`src/rtl/pipe_pkg.sv`:
```
// Shared defaults and channel record for the MEM->WB write-back pipeline.
package pipe_pkg;

    localparam int XLEN_DEFAULT   = 64;
    localparam int REG_AW_DEFAULT = 5;

    typedef struct packed {
        logic [REG_AW_DEFAULT-1:0] addr;
        logic [XLEN_DEFAULT-1:0]   data;
        logic                      wen;
    } wb_ch_t;

endpackage

```
`src/rtl/wb_sanitize.sv`:
```
// Capture-side write-enable masking: drops x0 writes and older writes that a
// younger channel in the same bundle overwrites.
module wb_sanitize
    import pipe_pkg::*;
#(
    parameter int NUM_CH = 2,
    parameter int REG_AW = REG_AW_DEFAULT
) (
    input  logic [NUM_CH*REG_AW-1:0] addr,
    input  logic [NUM_CH-1:0]        wen,
    output logic [NUM_CH-1:0]        wen_clean
);

    // Per-channel mask; a higher channel index is younger and wins the conflict.
    always_comb begin
        wen_clean = {NUM_CH{1'b0}};
        for (int c = 0; c < NUM_CH; c++) begin
            wen_clean[c] = wen[c] && (addr[c*REG_AW +: REG_AW] != {REG_AW{1'b0}});
            for (int k = c + 1; k < NUM_CH; k++) begin
                if (wen[k] && (addr[k*REG_AW +: REG_AW] == addr[c*REG_AW +: REG_AW])) begin
                    wen_clean[c] = 1'b0;
                end else begin
                    wen_clean[c] = wen_clean[c];
                end
            end
        end
    end

endmodule

```
`src/rtl/mem_wb_pipe.sv`:
```
// MEM->WB pipeline register with valid/ready handshake, two-entry skid buffer,
// synchronous flush and capture-side write-enable sanitisation.
module mem_wb_pipe
    import pipe_pkg::*;
#(
    parameter int NUM_CH = 2,
    parameter int XLEN   = XLEN_DEFAULT,
    parameter int REG_AW = REG_AW_DEFAULT
) (
    input  logic                     clk,
    input  logic                     rst,
    input  logic                     flush_i,
    input  logic                     in_valid_i,
    output logic                     in_ready_o,
    input  logic [NUM_CH*REG_AW-1:0] rd_addr_i,
    input  logic [NUM_CH*XLEN-1:0]   rd_data_i,
    input  logic [NUM_CH-1:0]        rd_wen_i,
    output logic                     out_valid_o,
    input  logic                     out_ready_i,
    output logic [NUM_CH*REG_AW-1:0] rd_addr_o,
    output logic [NUM_CH*XLEN-1:0]   rd_data_o,
    output logic [NUM_CH-1:0]        rd_wen_o,
    output logic [1:0]               occ_o
);

    logic                     main_valid_r, skid_valid_r;
    logic [NUM_CH*REG_AW-1:0] main_addr_r, skid_addr_r;
    logic [NUM_CH*XLEN-1:0]   main_data_r, skid_data_r;
    logic [NUM_CH-1:0]        main_wen_r, skid_wen_r;

    logic                     accept_s, deliver_s;
    logic                     main_valid_nxt_s, skid_valid_nxt_s;
    logic                     main_from_skid_s, main_from_in_s, skid_from_in_s;
    logic [NUM_CH-1:0]        wen_clean_s;

    wb_sanitize #(
        .NUM_CH (NUM_CH),
        .REG_AW (REG_AW)
    ) u_sanitize (
        .addr      (rd_addr_i),
        .wen       (rd_wen_i),
        .wen_clean (wen_clean_s)
    );

    // Entry routing; flush outranks every accept, deliver and refill.
    always_comb begin
        accept_s         = in_valid_i && !skid_valid_r;
        deliver_s        = main_valid_r && out_ready_i;
        main_valid_nxt_s = main_valid_r;
        skid_valid_nxt_s = skid_valid_r;
        main_from_skid_s = 1'b0;
        main_from_in_s   = 1'b0;
        skid_from_in_s   = 1'b0;
        if (flush_i) begin
            main_valid_nxt_s = 1'b0;
            skid_valid_nxt_s = 1'b0;
        end else if (skid_valid_r && deliver_s) begin
            main_from_skid_s = 1'b1;
            skid_valid_nxt_s = 1'b0;
        end else if (!main_valid_r || deliver_s) begin
            main_valid_nxt_s = accept_s;
            main_from_in_s   = accept_s;
        end else if (accept_s) begin
            skid_from_in_s   = 1'b1;
            skid_valid_nxt_s = 1'b1;
        end else begin
            skid_valid_nxt_s = skid_valid_r;
        end
    end

    // Valid flags for the two entries.
    always_ff @(posedge clk or negedge rst) begin
        if (!rst) begin
            main_valid_r <= 1'b0;
            skid_valid_r <= 1'b0;
        end else begin
            main_valid_r <= main_valid_nxt_s;
            skid_valid_r <= skid_valid_nxt_s;
        end
    end

    // MAIN payload; held while invalid so the outputs keep the last bundle.
    always_ff @(posedge clk or negedge rst) begin
        if (!rst) begin
            main_addr_r <= {(NUM_CH*REG_AW){1'b0}};
            main_data_r <= {(NUM_CH*XLEN){1'b0}};
            main_wen_r  <= {NUM_CH{1'b0}};
        end else if (main_from_skid_s) begin
            main_addr_r <= skid_addr_r;
            main_data_r <= skid_data_r;
            main_wen_r  <= skid_wen_r;
        end else if (main_from_in_s) begin
            main_addr_r <= rd_addr_i;
            main_data_r <= rd_data_i;
            main_wen_r  <= wen_clean_s;
        end else begin
            main_addr_r <= main_addr_r;
        end
    end

    // SKID payload, only written when MAIN is stalled.
    always_ff @(posedge clk or negedge rst) begin
        if (!rst) begin
            skid_addr_r <= {(NUM_CH*REG_AW){1'b0}};
            skid_data_r <= {(NUM_CH*XLEN){1'b0}};
            skid_wen_r  <= {NUM_CH{1'b0}};
        end else if (skid_from_in_s) begin
            skid_addr_r <= rd_addr_i;
            skid_data_r <= rd_data_i;
            skid_wen_r  <= wen_clean_s;
        end else begin
            skid_addr_r <= skid_addr_r;
        end
    end

    assign in_ready_o  = !skid_valid_r;
    assign out_valid_o = main_valid_r;
    assign rd_addr_o   = main_addr_r;
    assign rd_data_o   = main_data_r;
    assign rd_wen_o    = main_wen_r & {NUM_CH{main_valid_r}};
    assign occ_o       = {1'b0, main_valid_r} + {1'b0, skid_valid_r};

endmodule

```
`config.mk`:
```
export PLATFORM = sky130hd
export DESIGN_NAME = mem_wb_pipe
export DESIGN_NICKNAME = d
export VERILOG_FILES = /design/src/rtl/pipe_pkg.sv /design/src/rtl/wb_sanitize.sv /design/src/rtl/mem_wb_pipe.sv
export SDC_FILE = /design/constraint.sdc
export NUM_CORES = 1
export LEC_CHECK = 0
export CORE_MARGIN = 2
export CORE_UTILIZATION = 40
export DETAILED_ROUTE_END_ITERATION = 6
export PLACE_DENSITY_LB_ADDON = 0.1
export RECOVER_POWER = 50
export SLEW_MARGIN = 20
export SYNTH_ARGS = -nofsm -noshare
export SYNTH_HDL_FRONTEND = slang
export SYNTH_SLANG_ARGS = --single-unit
```
`constraint.sdc`:
```
create_clock -name clk -period 4.5 [get_ports clk]
set_clock_uncertainty 0.2 [all_clocks]
set_input_delay 0.45 -clock clk [delete_from_list [all_inputs] [get_ports clk]]
set_output_delay 0.45 -clock clk [all_outputs]
set_load 0.02 [all_outputs]
```
==> flow_summary.toml, run 1 <==
[status]
status = "complete, but fails checks"
violations = "max-capacitance violations, max-slew violations"

[detailed_routing]
via_per_inst = 4.98
drc_errors = 0
wl_per_cell_microns = 17.7
totalWireLength_microns = 28400
drtIter0Drc = 415
ant_nets = 0
vias = 8000
first_pass_iters = 4

[yosys]
netlist_area_sq_mm = 0.0112
synth_cell_types = 27
synth_seq_cells = 282
avgSynthCellArea_sq_um = 12.1
synthesis.nets = 1077
synthCells = 931
synth_seq_area_share_pct = 62.8
yosysWarnings = 0

[floorplanning]
coreArea_sq_mm = 0.0277
num_rows = 61
die_y_microns = 172
ios = 289
start_util_pct = 40.6
die_w_microns = 172
dieArea_sq_mm = 0.0295

[worst_setup_path]
start_kind = "flip-flop"
crit_chain = "nor3b_1 > nand3_4 > clkbuf_2 > mux2_1"
cp.depth = 4
crit_arrival_ps = 3580
critical_path.endpoint = "skid_addr_r[7]$_DFFE_PN0P_"
worst-path-buf-inv = 1
cp_max_fo = 62
crit_type = "flip-flop to flip-flop"
timing.rr.end = "skid_addr_r[7]$_DFFE_PN0P_"
crit_family = "buffers and inverters"
worstReg2RegStart = "skid_valid_r$_DFFE_PN0P_"
cp_slowest_cell = "clkbuf_2"
reg2regPathDepth = 4
end_kind = "flip-flop"
max_stage_delay_ps = 930
required_ps = 4720
reg2reg_slack_ps = 1150
critPathLaunch = "skid_valid_r$_DFFE_PN0P_"

[global_routing]
overflow = 0
grt_max_degree = 107
grtUsageTotal_pct = 18.8
grt_pass1_wl_microns = 43700
grt_pass1_vias = 8004
antenna_found_initial = 1

[timing]
setup_viol = 0
finalSetupTns_ps = 0
fmax_mhz = 298
fin_crit_sh_pct = 74.5
tightest_slew_ps = 1950
hold_viol_final = 0
period_needed_ps = 3350
finalMaxSlewViolations = 205
relSlewSlack_pct = -29.8
whs_ps = 270
rsz0062_at_grt = "no"

[clocking]
cts_inserted_buffers = 31
clk_latency_ps = 550
tritoncts = "built"
clk_path_buf_depth = 3
cts_max_level = 1
clock-root-buffer = "clkbuf_16"
clk_pin_slew_worst_paths_ps = 60
cts_resized = 0
hold_buffers = 1
clkSinkCount = 282
cts_setup_buffers = 0

[placement]
dpl.hpwl_microns = 17900
place_congestion = 0.732
io_buffers = 288
place_area_sq_mm = 0.0145

[final_layout]
final_common_cell = "clkdlybuf4s50_1"
final_area_sq_mm = 0.0154
fin_nets = 1350
syn2layout_area_growth_pct = 37.4
final_cell_mix = "clkdlybuf4s50_1 (287), dfrtp_1 (282), nand2_1 (280), a22oi_1 (140), mux2_1 (76)"
drive_gt1_share_pct = 10.4
nFillCells = 2404

[hold_path]
hold_path.class = "flip-flop to flip-flop"
hold_start = "rd_data_o[21]$_DFFE_PN0P_"

[power_and_ir_drop]
ir_drop_uv = 270
power_mw = 7.45
powerDensity_mw_per_mm2 = 483
leakage_nw = 7.07

[run]
cap_violations = 4
==> routing by layer <==
metal / global-route usage, % / up-vias / routed length (microns) / part of all wire [%]
met3: 4.79 / 40 / 2020 / 7.1
li1: - / 3799 / - / -
met2: 30.2 / 212 / 13400 / 47
met4: 4.86 / 0 / 509 / 1.8
met1: 25.5 / 3949 / 12400 / 44
met5: 0 / - / 0 / 0
==> worst min path at each step <==
| stage | endpoint | slack [ps] | depth (start not counted) |
|---|---|---|---|
| 2_1_floorplan | main_wen_r[0]$_DFFE_PN0P_ | -50 | 0 |
| 3_3_place_gp | rd_data_o[121]$_DFFE_PN0P_ | 260 | 2 |
| 3_5_place_dp | rd_data_o[21]$_DFFE_PN0P_ | 260 | 2 |
| 4_1_cts | rd_data_o[85]$_DFFE_PN0P_ | 280 | 2 |
| 5_1_grt | rd_data_o[70]$_DFFE_PN0P_ | 290 | 2 |
| 6_report | rd_data_o[21]$_DFFE_PN0P_ | 270 | 2 |
==> cell type report <==
cell class,instances,area [sq um],share of cell area [%]
Timing Repair Buffer,301,3030,19.6
Tap cell,378,473,3.06
Inverter,2,7.51,0.0486
Antenna cell,2,5.00,0.0324
Clock buffer,41,863,5.59
Sequential cell,282,7060,45.7
Multi-Input combinational cell,586,3880,25.1
Clock inverter,15,131,0.851
==> logic make-up after synthesis <==
| group | synth area share [%] |
|---|---|
| simple gates | 10.2 |
| flops | 62.8 |
| compound gates | 9.94 |
| mux | 13.8 |
| buf+inv | 2.79 |
| xor+xnor | 0.390 |
| fa+ha+maj | 0.111 |
==> flip-flops by register name (all words and copies together) (netlist names) <==
register and cells:
skid_valid_r 1, skid_wen_r 2, skid_addr_r 10, out_valid_o 1, skid_data_r 128, rd_data_o 128, main_wen_r 2, rd_addr_o 10
==> worst min-delay path: stages (launching register included) <==
cell and delay [ps]:
dfrtp_1 330, nand2_1 50, nand2_1 50
==> metrics by stage <==
stage / utilization (%) / cells / worst slack (ps)
final: 55.7 / 1607 / 1150
after global routing: 55.7 / 1606 / 906
after CTS: 55.9 / 1605 / 1780
after detailed placement: 52.3 / 1548 / 1580
after global placement: 52.3 / 1548 / 1630
after floorplan: - / 931 / 2700
==> power by group <==
part	switching [mW]	leakage (nW)	internal, mW
registers	0.292	3.48	3.11
clock network	0.999	0.500	1.45
logic	0.770	3.08	0.824
==> cell usage after synthesis <==
cell / count / area [sq um]
nand2b_1: 1 / 6.26
o21ai_0: 5 / 25.0
inv_1: 2 / 7.51
xnor2_1: 1 / 8.76
mux2_1: 76 / 856
or4_1: 2 / 15.0
a22oi_1: 140 / 1050
buf_2: 35 / 175
nand2_1: 280 / 1050
ha_1: 1 / 12.5
nor3b_4: 1 / 18.8
o31ai_1: 2 / 15.0
buf_1: 3 / 11.3
dfrtp_1: 282 / 7060
mux2_2: 62 / 698
a21oi_2: 1 / 8.76
nor4_1: 1 / 6.26
and3_1: 1 / 6.26
and2_1: 3 / 18.8
buf_6: 1 / 11.3
buf_4: 7 / 52.6
nand3_2: 1 / 10.0
xor2_1: 4 / 35.0
a211oi_1: 1 / 7.51
clkbuf_1: 15 / 56.3
a21oi_1: 2 / 10.0
and4b_1: 1 / 10.0
Power figures use the tool's default switching activity.
==> run 2: changes to the inputs <==
Clock period 4.5 ns to 3.43 ns, I/O delays scaled along.
==> flow_summary.toml, run 2 (synthesized netlist as in run 1, its figures left out) <==
[status]
violations = "max-capacitance violations, max-slew violations"
status = "complete, but fails checks"

[timing]
fin_ws_ps = 857
relSlewSlack_pct = -30.5
fmax_mhz = 389
rsz0062_at_grt = "no"
tightest_slew_ps = 1960
fin_crit_sh_pct = 75.0
setup_viol = 0
finalSetupTns_ps = 0
period_needed_ps = 2570
whs_ps = 219
hold_viol_final = 0
finalMaxSlewViolations = 70

[global_routing]
grt_pass1_vias = 8142
grt_max_degree = 123
grtUsageTotal_pct = 18.9
overflow = 0
grt_pass1_wl_microns = 44400
antenna_found_initial = 0

[final_layout]
nFillCells = 2406
drive_gt1_share_pct = 11.3
final_util_pct = 56.4
instances_no_fill = 1614
multi_input_area_sq_mm = 0.00389
final_cell_mix = "dfrtp_1 (282), nand2_1 (280), clkdlybuf4s50_1 (218), a22oi_1 (140), mux2_1 (76)"
fin_nets = 1358
syn2layout_area_growth_pct = 39.0
final_common_cell = "dfrtp_1"
seq_area_sq_mm = 0.00706
diodes = 0

[worst_setup_path]
required_ps = 2890
crit_arrival_ps = 2030
crit_type = "flip-flop to output pin"
end_kind = "output pin"
cp_max_fo = 10
start_kind = "flip-flop"

[detailed_routing]
drtIter0Drc = 483
wl_per_cell_microns = 17.4
ant_nets = 0
vias = 8018
via_per_inst = 4.97
drc_errors = 0
totalWireLength_microns = 28000
first_pass_iters = 5

[clocking]
clk_latency_ps = 540
cts_setup_buffers = 0
clkSinkCount = 282
cts_inserted_buffers = 30
cts_resized = 0
clk_pin_slew_worst_paths_ps = 60
clock-root-buffer = "clkbuf_16"
cts_max_level = 1
tritoncts = "built"
clk_path_buf_depth = 3

[floorplanning]
start_util_pct = 40.6
dieArea_sq_mm = 0.0295
num_rows = 61
coreArea_sq_mm = 0.0277
ios = 289
die_w_microns = 172
die_y_microns = 172

[placement]
place_congestion = 0.703
io_buffers = 288
dp.cells = 1557
dpl.hpwl_microns = 17900
dp_slack_ps = 722

[hold_path]
hold_path.class = "input pin to flip-flop"

[run]
cap_violations = 1

[power_and_ir_drop]
ir_drop_uv = 430
powerDensity_mw_per_mm2 = 629
leakage_nw = 7.24
-- run 2: final timing paths --
| path | from | to | slack, ps | depth (start not counted) |
|---|---|---|---|---|
| hold / removal | rd_data_i[126] | skid_data_r[126]$_DFFE_PN0P_ | 220 | 2 |
| setup reg to reg | skid_valid_r$_DFFE_PN0P_ | skid_data_r[73]$_DFFE_PN0P_ | 1070 | 4 |
| setup / recovery | out_valid_o$_DFFE_PN0P_ | occ_o[0] | 860 | 2 |
| hold reg to reg | rd_data_o[84]$_DFFE_PN0P_ | rd_data_o[84]$_DFFE_PN0P_ | 260 | 2 |
| min in group asynchronous | rst | skid_data_r[119]$_DFFE_PN0P_ | 690 | 2 |
| max in group asynchronous | rst | skid_data_r[46]$_DFFE_PN0P_ | 1100 | 3 |
-- run 2: routing by layer --
| layer | wire (microns) | share of wire [%] | global-route usage, % | up-vias |
|---|---|---|---|---|
| li1 | - | - | - | 3809 |
| met1 | 12200 | 43 | 25.8 | 3971 |
| met2 | 13400 | 48 | 30.7 | 204 |
| met3 | 1980 | 7.1 | 4.53 | 34 |
| met4 | 415 | 1.5 | 3.91 | 0 |
| met5 | 0 | 0 | 0 | - |
-- run 2: critical path, stage by stage (launching register included) --
cell             delay (ps)
dfrtp_1                 530
ha_1                    350
clkdlybuf4s50_1         610
-- run 2: metrics by stage --
step,total power [mW],cell area (sq um)
final,9.83,15600
after global routing,10.4,15600
after CTS,10.0,15600
after detailed placement,6.65,14600
after global placement,6.59,14600
after floorplan,5.52,11200
-- run 2: timing repair --
action,in CTS,in global routing
hold endpoints to repair,68,0
endpoints found under the setup margin,0,0
hold buffers,1,0
-- run 2: final cells by class --
cell class | count | area share, %
well taps | 378 | 3.03
repair buffers | 310 | 20.3
multi-input cells | 586 | 24.9
clock inverters | 14 | 0.985
inverters | 2 | 0.0480
clock buffers | 42 | 5.61
flip-flops and latches | 282 | 45.1
-- run 2: report_power, final --
part	switching, mW	leakage (nW)	internal, mW
combinational	1.01	3.25	1.04
clock	1.32	0.509	2.00
sequential	0.369	3.48	4.08
total	2.70	7.24	7.13
==> run 3: changes to the inputs <==
Clock period 3.43 ns to 2.07 ns, I/O delays scaled along.
==> flow_summary.toml, run 3 (synthesized netlist as in run 1, its figures left out) <==
[status]
status = "finished, final reports clean"

[worst_setup_path]
crit_arrival_ps = 1590
required_ps = 1660
end_kind = "output pin"
crit_type = "flip-flop to output pin"
crit_chain = "buf_4 > ha_1 > dlygate4sd2_1"
cp_max_fo = 3
cp_slowest_cell = "dfrtp_2"
crit_family = "buffers and inverters"
worst-path-buf-inv = 2
max_stage_delay_ps = 420
start_kind = "flip-flop"

[final_layout]
seq_area_sq_mm = 0.00706
fin_nets = 1378
nFillCells = 2359
final_util_pct = 56.8
final_area_sq_mm = 0.0157
final_cell_mix = "nand2_1 (280), dfrtp_1 (280), clkdlybuf4s50_1 (274), a22oi_1 (140), mux2_1 (76)"
syn2layout_area_growth_pct = 40.1
drive_gt1_share_pct = 12.4
multi_input_area_sq_mm = 0.00389
diodes = 0
instances_no_fill = 1629

[clocking]
clk_path_buf_depth = 3
clock-root-buffer = "clkbuf_16"
tritoncts = "built"
clk_pin_slew_worst_paths_ps = 60
cts_inserted_buffers = 30
cts_max_level = 1
clk_latency_ps = 540
clkSinkCount = 282

[detailed_routing]
vias = 8109
wl_per_cell_microns = 17.4
drc_errors = 0
via_per_inst = 4.98
drtIter0Drc = 487
totalWireLength_microns = 28300
ant_nets = 0
first_pass_iters = 5

[global_routing]
antenna_found_initial = 0
grt_pass1_vias = 8030
grt_pass1_wl_microns = 44400
grt_max_degree = 78
overflow = 0
grtUsageTotal_pct = 19.1

[timing]
finalMaxSlewViolations = 0
rsz0062_at_grt = "no"
fin_crit_sh_pct = 96.6
tightest_slew_ps = 801
fin_ws_ps = 70.5
fmax_mhz = 500
hold_viol_final = 0
setup_viol = 0
relSlewSlack_pct = 46.6
period_needed_ps = 2000

[placement]
dpl.hpwl_microns = 18400
place_congestion = 0.733
dp.cells = 1574
io_buffers = 288
dp_slack_ps = -62.3
place_area_sq_mm = 0.0149

[floorplanning]
coreArea_sq_mm = 0.0277
dieArea_sq_mm = 0.0295
die_w_microns = 172
num_rows = 61
die_y_microns = 172
ios = 289
start_util_pct = 40.6

[power_and_ir_drop]
powerDensity_mw_per_mm2 = 1020
ir_drop_uv = 525
leakage_nw = 7.25

[hold_path]
hold_path.class = "input pin to flip-flop"

[run]
cap_violations = 0
## run 3: cell count changes in the layout (fill, tap and decap cells not counted), sizes merged, moves of 2 or more
| cell | previous run | this run |
|---|---|---|
| bufinv | 3 | 1 |
| clkdlybuf4s50 | 218 | 274 |
| clkinv | 9 | 4 |
| buf | 21 | 35 |
| dlygate4sd3 | 70 | 8 |
| clkbuf | 43 | 52 |
| dlygate4sd2 | 0 | 5 |
## run 3: layer usage
layer  routed length [microns]  track usage [%]  up-vias
met5                         0                0        -
met4                       494             4.05        0
met3                      1850             4.23       29
met2                     13600             30.9      206
met1                     12300             26.5     4033
li1                          -                -     3841
## run 3: final cells by class
cell class,instances,share of cell area (%)
clock inverter,6,0.365
timing repair buffer,330,21.3
tap,378,3.00
clock buffer,45,5.70
sequential,282,44.8
inverter,2,0.0477
multi-input combinational,586,24.7
## run 3: final timing paths
| kind | startpoint | to | slack [ps] | cells past startpoint |
|---|---|---|---|---|
| hold / removal | rd_data_i[125] | skid_data_r[125]$_DFFE_PN0P_ | 90 | 2 |
| max in group asynchronous | rst | rd_data_o[64]$_DFFE_PN0P_ | 530 | 3 |
| hold reg to reg | rd_data_o[72]$_DFFE_PN0P_ | rd_data_o[72]$_DFFE_PN0P_ | 270 | 2 |
| setup / recovery | skid_valid_r$_DFFE_PN0P_ | occ_o[1] | 70 | 3 |
| setup reg to reg | skid_valid_r$_DFFE_PN0P_ | rd_data_o[63]$_DFFE_PN0P_ | 110 | 7 |
| min in group asynchronous | rst | rd_addr_o[1]$_DFFE_PN0P_ | 470 | 3 |
## run 3: worst reg2reg max path, cell delays in order, from the launching register on
cell     delay [ps]
dfrtp_2         420
buf_4           160
nor3b_4         240
buf_4           150
and2_4          170
buf_12          250
a22oi_1         210
nand2_1          80
## run 3: stage by stage
stage / hold slack [ps] / power [mW] / TNS (ps)
final: 88.4 / 16.1 / 0
after global routing: 78.2 / 16.9 / 0
after CTS: 62.6 / 16.3 / 0
after detailed placement: -90.0 / 11.1 / -4310
after global placement: -92.3 / 11.0 / -129
after floorplan: -289 / 9.15 / 0
## run 3: what timing repair did
action / in CTS / in global routing
hold buffers: 2 / 0
gates resized for setup: 10 / 1
pin swaps: 0 / 0
hold endpoints to repair: 282 / 0
endpoints found under the setup margin: 6 / 1
setup buffers: 1 / 1
## run 3: report_power, final
group	total, mW	switching [mW]	internal [mW]
Combinational	3.51	1.67	1.84
Clock	5.18	2.10	3.08
Sequential	7.40	0.633	6.77
Total	16.1	4.41	11.7
